==> src/rtl/gen_cmd_ctrl.sv <==
// Command controller: decodes 16-bit UART words into generator configuration and user-RAM writes.
// Optional macro PHASE_SHADOW_EN stages phase bytes 0-2 and commits all 32 bits on byte 3.
`timescale 1ns/1ps

module gen_cmd_ctrl #(
  parameter int ADDR_W = 7,
  parameter int DATA_W = 7
) (
  input  logic              CLOCK_50,
  input  logic              rst,
  input  logic [15:0]       rx_data,
  input  logic              rx_done,
  output logic              uart_ack,
  output logic [31:0]       phase_step,
  output logic [1:0]        wave_type,
  output logic              gen_en,
  output logic [ADDR_W-1:0] mem_addr,
  output logic [DATA_W-1:0] mem_wdata,
  output logic              mem_we,
  output logic              busy,
  output logic              cmd_err
);

  typedef enum logic [2:0] {
    IDLE,
    EXEC,
    MEMWR,
    ACK,
    WAIT_REL
  } state_t;

  state_t      state;
  state_t      next_state;
  logic [15:0] word_q;

  logic        is_mem;
  logic        is_gen;
  logic        is_wave;
  logic        is_phase;
  logic        is_err;
  logic [1:0]  byte_idx;

  logic        ack_d;
  logic        we_d;
  logic        err_d;
  logic        busy_d;

`ifdef PHASE_SHADOW_EN
  logic [23:0] shadow;
`endif

  assign is_mem   = ~word_q[15];
  assign is_gen   = word_q[15] && (word_q[14:12] == 3'b001);
  assign is_wave  = word_q[15] && (word_q[14:12] == 3'b010);
  assign is_phase = word_q[15] && (word_q[14:12] == 3'b011);
  assign is_err   = word_q[15] && !is_gen && !is_wave && !is_phase;
  assign byte_idx = word_q[9:8];

  // Next state plus the registered strobes, derived from where the FSM goes next
  // so that every output comes straight from a flop.
  always_comb begin
    next_state = state;
    case (state)
      IDLE:     if (rx_done) next_state = EXEC;
      EXEC:     next_state = is_mem ? MEMWR : ACK;
      MEMWR:    next_state = ACK;
      ACK:      next_state = rx_done ? WAIT_REL : IDLE;
      WAIT_REL: if (!rx_done) next_state = IDLE;
      default:  next_state = IDLE;
    endcase
    ack_d  = (next_state == ACK);
    we_d   = (next_state == MEMWR);
    err_d  = (next_state == ACK) && (state == EXEC) && is_err;
    busy_d = (next_state != IDLE);
  end

  always_ff @(posedge CLOCK_50 or posedge rst) begin
    if (rst) begin
      state    <= IDLE;
      uart_ack <= 1'b0;
      mem_we   <= 1'b0;
      cmd_err  <= 1'b0;
      busy     <= 1'b0;
    end else begin
      state    <= next_state;
      uart_ack <= ack_d;
      mem_we   <= we_d;
      cmd_err  <= err_d;
      busy     <= busy_d;
    end
  end

  // Word is captured once in IDLE; later rx_data activity cannot affect the command.
  always_ff @(posedge CLOCK_50 or posedge rst) begin
    if (rst) begin
      word_q <= 16'h0000;
    end else if ((state == IDLE) && rx_done) begin
      word_q <= rx_data;
    end
  end

  always_ff @(posedge CLOCK_50 or posedge rst) begin
    if (rst) begin
      gen_en    <= 1'b0;
      wave_type <= 2'd0;
      mem_addr  <= '0;
      mem_wdata <= '0;
    end else if (state == EXEC) begin
      if (is_mem) begin
        mem_addr  <= ADDR_W'(word_q[14:8]);
        mem_wdata <= DATA_W'(word_q[6:0]);
      end
      if (is_gen) gen_en <= |word_q[11:8];
      if (is_wave) wave_type <= word_q[9:8];
    end
  end

`ifdef PHASE_SHADOW_EN
  // Bytes 0-2 stage into the shadow; byte 3 swaps the full word in at once.
  always_ff @(posedge CLOCK_50 or posedge rst) begin
    if (rst) begin
      shadow     <= 24'h000000;
      phase_step <= 32'h00000000;
    end else if ((state == EXEC) && is_phase) begin
      case (byte_idx)
        2'd0:    shadow[7:0]   <= word_q[7:0];
        2'd1:    shadow[15:8]  <= word_q[7:0];
        2'd2:    shadow[23:16] <= word_q[7:0];
        default: phase_step    <= {word_q[7:0], shadow};
      endcase
    end
  end
`else
  always_ff @(posedge CLOCK_50 or posedge rst) begin
    if (rst) begin
      phase_step <= 32'h00000000;
    end else if ((state == EXEC) && is_phase) begin
      case (byte_idx)
        2'd0:    phase_step[7:0]   <= word_q[7:0];
        2'd1:    phase_step[15:8]  <= word_q[7:0];
        2'd2:    phase_step[23:16] <= word_q[7:0];
        default: phase_step[31:24] <= word_q[7:0];
      endcase
    end
  end
`endif

endmodule

==> config.mk <==
export PLATFORM = sky130hd
export DESIGN_NAME = gen_cmd_ctrl
export DESIGN_NICKNAME = d
export VERILOG_FILES = /design/src/rtl/gen_cmd_ctrl.sv
export SDC_FILE = /design/constraint.sdc
export NUM_CORES = 1
export LEC_CHECK = 0
export ABC_AREA = 1
export CELL_PAD_IN_SITES_DETAIL_PLACEMENT = 1
export CELL_PAD_IN_SITES_GLOBAL_PLACEMENT = 2
export CORE_MARGIN = 3
export CORE_UTILIZATION = 29
export CTS_CLUSTER_DIAMETER = 50
export CTS_CLUSTER_SIZE = 24
export DETAILED_ROUTE_END_ITERATION = 10
export PLACE_DENSITY = 0.85
export SYNTH_ARGS = -nofsm -noshare
export SYNTH_HDL_FRONTEND = slang
export SYNTH_SLANG_ARGS = --single-unit
==> constraint.sdc <==
create_clock -name CLOCK_50 -period 3.2 [get_ports CLOCK_50]
set_input_delay 0.64 -clock CLOCK_50 [delete_from_list [all_inputs] [get_ports CLOCK_50]]
set_output_delay 0.64 -clock CLOCK_50 [all_outputs]
set_load 0.05 [all_outputs]
# Word-level counts from Yosys, hierarchy flattened
# Index checks and enable logic that the tools add are counted.
# totals
regBits	72
latchBits	0
ram_bits	0
rom_bits	0
in_bits	19
out_inout_bits	53
mem_count	0
# op_classes
add_sub_neg	0
multipliers	0
div_mod_pow	0
n_lt_le_gt_ge	0
eq_ne	11
shifts	0
mux	5
bitwise_logic	2
n_reduce_logical	25
# ops
cell	n
equality test 3 x 2 -> 1 bit, second input constant	6
case mux 3 bit (5 select lines)	1
AND reduction 2 bit	7
logical AND 1 bit	10
2-to-1 mux 3 bit	3
equality test 3 x 1 -> 1 bit, second input constant	2
OR reduction 4 bit	1
equality test 3 bit, second input constant	1
zero test 1 bit	3
zero test 3 bit	1
nonzero test 3 bit	1
OR reduction 3 bit	1
equality test 2 x 1 -> 1 bit, second input constant	1
equality test 2 bit, second input constant	1
zero test 2 bit	1
NOT 1 bit	2
2-to-1 mux 1 bit	1

# Depth between registers and ports, before layout
# Gate-level depths: netlist of run 1.
# depth
word_depth	7
ltp_mapped	7
mapped_depth_nobuf	7

# Worst setup path after synthesis of run 1
# Ideal clock, no wire load.
# synth_timing
kind	reg2reg
start	register state[1]
end	register mem_wdata[0]
setup_time_ps	130
t_arrival_ps	1200
required_time_ps	3070
slack_ps	1870
path_stages_with_launch	7
path_buffers	2
period_less_slack_ps	1330
cell_sequence	dfrtp_1 nor3_4 nand2_2 buf_6 clkbuf_8 nand2_1 o21ai_0
# synth_between
elab_chain_cells	2
# synth_rtl
element	line	source
start: declaration	32	state_t state;
start signal: assignment	85	state <= next_state;
equality test 3 x 1 -> 1 bit	108	end else if (state == EXEC) begin
AND reduction 2 bit (no line)	n/a	
end signal: assignment	111	mem_wdata <= DATA_W'(word_q[6:0]);
end: declaration	18	output logic [DATA_W-1:0] mem_wdata,
# No other way between the ends.
# A chain may end at the register's enable or synchronous reset.

# Worst setup path in the final report of run 1
# layout_timing
start	register mem_addr[1]
end	output mem_addr[1]
# layout_rtl
element	line	source
start: declaration	17	output logic [ADDR_W-1:0] mem_addr,
start signal: assignment	110	mem_addr <= ADDR_W'(word_q[14:8]);
# No word-level cell between the ends.

==> impl_metrics.py, run 1 <==
metrics = {
    "cells_and_area": {
        "postLayoutCellArea_um2": 3930,
        "final_util_pct": 41.7,
        "nets": 402,
        "diodes": 0,
        "syn2layout_area_growth_pct": 37.4,
        "final_layout_size_suffix_gt1_share_pct": 8.25,
    },
    "timing": {
        "finalCritPeriodShare_pct": 68.3,
        "final.setup.tns_ns": 0,
        "finalSetupViolCount": 0,
        "slew_headroom_pct": 56.5,
        "fin_skew_ns": 0.0103,
        "timing.final.ws_setup_ns": 1.02,
        "rsz0062_at_grt": "no",
        "holdWs_ns": 0.479,
        "period_needed_ns": 2.18,
        "finalHoldViolCount": 0,
        "maxSlewViolCount": 0,
        "fmax_ghz": 0.458,
        "worst_slew_pin_slew_ns": 0.652,
    },
    "yosys": {
        "ys_warn_count": 0,
        "synthCells": 307,
        "ys_ff_latch": 72,
        "synth_seq_area_share_pct": 63.0,
        "synth_cell_type_count": 20,
        "yosys.area.top_type_share_pct": 63.0,
        "syn_avg_cell_area_um2": 9.32,
        "synth_top_area_cell": "dfrtp_1",
        "synth_area_um2": 2860,
        "synth_fp_nets": 326,
        "ys_top_cells_by_area": "dfrtp_1 (63%), nand2_1 (13%), nand3_1 (7.5%)",
    },
    "worst_hold_path": {
        "hold_class": "reg2reg",
        "hold_depth": 2,
        "holdPathEnd": "phase_step[2]",
        "hp-start": "phase_step[2]",
    },
    "route": {
        "wirelength_um": 7760,
        "wire_per_inst_um": 15.0,
        "dr.first_iter.drc_count": 82,
        "drcViolationCount": 0,
        "vias": 2337,
        "drt_first_pass_iters": 6,
        "final_antenna_net_count": 0,
        "viasPerCell": 4.52,
    },
    "worst_setup_path": {
        "crit_path_cell_trace": "clkdlybuf4s50_1",
        "ff2ff_path_depth": 3,
        "rrSetupSlack_ns": 1.59,
        "cp.arrival_ns": 1.54,
        "start_kind": "flop",
        "critPathBufInv": 1,
        "cp.required_ns": 2.56,
        "critical-path-max-stage-delay_ns": 0.82,
        "crit_family": "buffers and inverters",
        "critPathMaxFanout": 2,
        "critPathKind": "reg2out",
        "endpoint_kind": "output pin",
        "r2r_start": "state[1]",
        "r2r-end": "mem_wdata[6]",
        "critPathSlowestCell": "clkdlybuf4s50_1",
    },
    "die": {
        "start_util_pct": 30.4,
        "num_io_pins": 72,
        "die_area_um2": 11100,
        "die_w_um": 105,
        "core_area_um2": 9420,
        "die_h_um": 105,
        "rows": 35,
    },
    "cts": {
        "h-tree-depth": 3,
        "clock_latency_ns": 0.35,
        "numCtsBuffers": 9,
        "post_cts_resized": 0,
        "holdBufCountCts": 0,
        "clk_pin_slew_worst_paths_ns": 0.07,
        "cts_tree": "yes",
        "clk_path_buf_depth": 2,
        "root_buffer": "clkbuf_8",
        "cts_sinks": 72,
        "cts_setup_buffers": 0,
    },
    "placed_design": {
        "placed_area_um2": 3700,
        "post-dp-hpwl_um": 5650,
        "gp_congestion": 0.772,
        "port_buffers": 71,
        "post-place-ws_ns": 0.980,
    },
    "global_routing": {
        "grt_max_degree": 44,
        "grt_pass1_vias": 2531,
        "grt_use_total_pct": 14.9,
        "antenna_found_initial": 0,
        "grt_pass1_wl_um": 13000,
        "grt_overflow_total": 0,
    },
    "pwr": {
        "powerDensity_nw_per_um2": 1220,
        "ir_worst_vdd_v": 0.000600,
        "p_leak_nw": 1.92,
    },
    "flow_run": {
        "max-cap-violations": 0,
    },
    "status": {
        "status": "finished, final reports clean",
    },
}
## flip-flops by register name, indices dropped and copies added, names as in the netlist, 2 cells and up
| signal | flops |
|---|---|
| word_q | 16 |
| state | 3 |
| mem_addr | 7 |
| wave_type | 2 |
| mem_wdata | 7 |
| phase_step | 32 |
## report_power, final
part	total, mW	leakage (nW)	switching, mW	internal, mW
sequential	1.62	0.901	0.318	1.30
combinational	2.34	0.904	1.63	0.710
clock	0.819	0.113	0.355	0.464
total	4.78	1.92	2.30	2.47
## worst reg2reg max path: stages (launching register included)
cell and delay, ns:
dfrtp_1 0.44, nor3_4 0.38, nand2_2 0.41, o21ai_0 0.29
## metal layers
| layer | track usage [%] | up-vias | wire length (um) |
|---|---|---|---|
| li1 | - | 1134 | - |
| met3 | 4.47 | 7 | 349 |
| met1 | 19.9 | 1145 | 3600 |
| met5 | 0 | - | 0 |
| met2 | 23.9 | 51 | 3730 |
| met4 | 3.28 | 0 | 80 |
## logic make-up after synthesis
family,after synthesis,share of synthesized area (%)
AO/OA/AOI/OAI,30,5.91
AND/OR/NAND/NOR,174,25.9
buffers and inverters,31,5.16
flip-flops,72,63.0
## stage by stage
stage / instances / power [mW]
floorplan: 307 / 3.16
global placement: 501 / 3.95
detailed placement: 501 / 4.00
CTS: 517 / 4.84
global route: 517 / 5.10
finish: 517 / 4.78
## worst max-delay path by stage
stage                start          end  cells past startpoint
6_report       mem_addr[1]  mem_addr[1]                      1
5_1_grt        mem_addr[1]  mem_addr[1]                      1
4_1_cts        mem_addr[0]  mem_addr[0]                      1
3_5_place_dp       rx_done         busy                      6
3_3_place_gp       rx_done         busy                      6
2_1_floorplan          rst         busy                      1
## synth_stat cells
master,instances
a21oi_1,15
buf_2,2
buf_4,3
buf_6,1
clkbuf_1,2
clkbuf_8,1
clkinv_1,1
dfrtp_1,72
inv_1,20
inv_2,1
nand2_1,97
nand2_2,1
nand3_1,43
nand4_1,3
nor2_1,23
nor2_2,4
nor3_1,2
nor3_4,1
o21ai_0,10
o21ai_2,5
## cells in the final DEF, fill, tap and decap left out
| cell | n |
|---|---|
| buf_12 | 1 |
| nor3_4 | 1 |
| bufinv_16 | 2 |
| inv_2 | 2 |
| nor2_2 | 4 |
| dfrtp_1 | 72 |
| o21ai_2 | 5 |
| nand2_1 | 97 |
| clkdlybuf4s50_1 | 71 |
| nor3_1 | 2 |
| clkinv_2 | 1 |
| clkinv_1 | 1 |
| nand4_1 | 3 |
| nor2_1 | 23 |
| a21oi_1 | 15 |
| inv_6 | 2 |
| clkbuf_8 | 10 |
| buf_4 | 2 |
| o21ai_0 | 10 |
| nand2_2 | 1 |
| clkinvlp_4 | 1 |
| nand3_1 | 43 |
| inv_1 | 19 |
## final cells by class
type	count	area (um^2)
sequential	72	1800
inverter	22	82.6
multi-input combinational	204	911
clock buffer	10	138
timing repair buffer	74	746
fill	1119	5490
clock inverter	6	90.1
tap	129	161
No activity file was read; power rests on OpenSTA's default activity.
==> run 2: changes to the inputs <==
Clock period 3.2 ns to 2.15 ns, I/O delays scaled along.
==> impl_metrics.py, run 2 (synthesis results as in run 1) <==
metrics = {
    "cells_and_area": {
        "diodes": 0,
        "top_regs": "phase_step (32), word_q (16)",
        "final_util_pct": 41.5,
        "register_area_um2": 1800,
        "postLayoutCellArea_um2": 3910,
        "nets": 406,
        "syn2layout_area_growth_pct": 36.7,
        "final_cell_mix": "nand2_1 (97), dfrtp_1 (72), clkdlybuf4s50_1 (71)",
        "largest_reg_flops": 32,
        "top_register": "phase_step",
        "layout_commonest_cell": "nand2_1",
        "multi_input_area_um2": 911,
        "final_layout_size_suffix_gt1_share_pct": 9.18,
        "num-fill-cells": 1095,
    },
    "global_routing": {
        "grt_use_total_pct": 15.1,
        "grt_pass1_wl_um": 13000,
        "antenna_found_initial": 0,
        "grt_max_degree": 73,
        "grt_overflow_total": 0,
        "grt_pass1_vias": 2526,
    },
    "worst_setup_path": {
        "ff2ff_path_depth": 6,
        "start_kind": "flop",
        "crit_family": "buffers and inverters",
        "crit_start": "phase_step[27]",
        "crit_path_cell_trace": "clkdlybuf4s50_1",
        "endpoint_kind": "output pin",
        "critPathMaxFanout": 2,
        "r2r-end": "phase_step[5]",
        "critical-path-max-stage-delay_ns": 0.81,
        "rrSetupSlack_ns": 0.50,
        "critPathKind": "reg2out",
        "cp.required_ns": 1.72,
        "crit_path_end": "phase_step[27]",
        "cp.arrival_ns": 1.54,
        "cp.depth": 1,
        "r2r_start": "word_q[14]",
        "critPathBufInv": 1,
        "critPathSlowestCell": "clkdlybuf4s50_1",
    },
    "placed_design": {
        "port_buffers": 71,
        "placed_area_um2": 3740,
        "post-place-ws_ns": 0.380,
        "post-dp-hpwl_um": 5600,
        "gp_congestion": 0.772,
    },
    "die": {
        "die_area_um2": 11100,
        "die_w_um": 105,
        "start_util_pct": 30.4,
        "rows": 35,
        "num_io_pins": 72,
        "core_area_um2": 9420,
        "die_h_um": 105,
    },
    "timing": {
        "rsz0062_at_grt": "no",
        "period_needed_ns": 1.97,
        "finalHoldViolCount": 0,
        "slew_headroom_pct": 61.9,
        "finalSetupViolCount": 0,
        "finalCritPeriodShare_pct": 91.6,
        "fmax_ghz": 0.508,
        "fin_skew_ns": 0.00741,
        "worst_slew_pin_slew_ns": 0.570,
        "maxSlewViolCount": 0,
        "timing.final.ws_setup_ns": 0.181,
        "final.setup.tns_ns": 0,
    },
    "route": {
        "final_antenna_net_count": 0,
        "wire_per_inst_um": 15.2,
        "vias": 2389,
        "viasPerCell": 4.59,
        "drcViolationCount": 0,
        "drt_first_pass_iters": 4,
        "wirelength_um": 7920,
        "dr.first_iter.drc_count": 88,
    },
    "cts": {
        "root_buffer": "clkbuf_8",
        "cts_sinks": 72,
        "holdBufCountCts": 0,
        "post_cts_resized": 0,
        "cts_tree": "yes",
        "cts_setup_buffers": 0,
        "h-tree-depth": 3,
        "clock_latency_ns": 0.34,
        "numCtsBuffers": 9,
        "clk_pin_slew_worst_paths_ns": 0.08,
        "clk_path_buf_depth": 2,
    },
    "pwr": {
        "ir_worst_vdd_v": 0.000781,
        "p_leak_nw": 1.91,
        "total_power_mw": 6.89,
        "powerDensity_nw_per_um2": 1760,
    },
    "worst_hold_path": {
        "hold_class": "reg2reg",
        "hp-start": "phase_step[2]",
    },
    "status": {
        "status": "finished, final reports clean",
    },
    "flow_run": {
        "max-cap-violations": 0,
    },
}
==> run 2: changes by cell type in the layout (fill, tap and decap cells not counted), sizes merged <==
cell | previous run | this run
clkinvlp | 1 | 3
clkinv | 2 | 5
buf | 3 | 7
inv | 23 | 20
bufinv | 2 | 0
==> run 2: stage by stage <==
stage / hold slack (ns) / cells
floorplan: 0.503 / 307
global placement: 0.456 / 505
global route: 0.505 / 521
finish: 0.471 / 521
CTS: 0.479 / 521
detailed placement: 0.458 / 505
==> run 2: cell type report <==
cell class	count	area share (%)
clock buffers	10	3.52
inverters	22	2.21
well taps	129	4.13
multi-input cells	204	23.3
clock inverters	6	0.896
flip-flops and latches	72	46.1
repair buffers	78	19.8
==> run 2: metal layers <==
layer | vias to the layer above | GRT usage, % | share of wire, %
li1 | 1148 | - | -
met1 | 1164 | 19.1 | 44
met2 | 71 | 25.0 | 49
met3 | 6 | 4.47 | 6.0
met4 | 0 | 4.22 | 0.90
met5 | - | 0 | 0
==> run 2: worst min-delay path, stage by stage, from the launching register on <==
cell and delay (ns):
dfrtp_1 0.35, nand2_1 0.05, nand2_1 0.04
==> run 2: where the power goes <==
| group | switching [mW] | internal [mW] | total, mW |
|---|---|---|---|
| Sequential | 0.467 | 1.94 | 2.40 |
| Combinational | 2.45 | 1.09 | 3.55 |
| Clock | 0.504 | 0.442 | 0.945 |
==> run 2: how the worst min path moves through the flow <==
stage / to / cells after the start / slack [ns]
after floorplan: mem_addr[3] / 2 / 0.50
after global placement: phase_step[2] / 2 / 0.46
after detailed placement: phase_step[2] / 2 / 0.46
after CTS: phase_step[2] / 2 / 0.48
after global routing: phase_step[14] / 2 / 0.50
final: phase_step[2] / 2 / 0.47
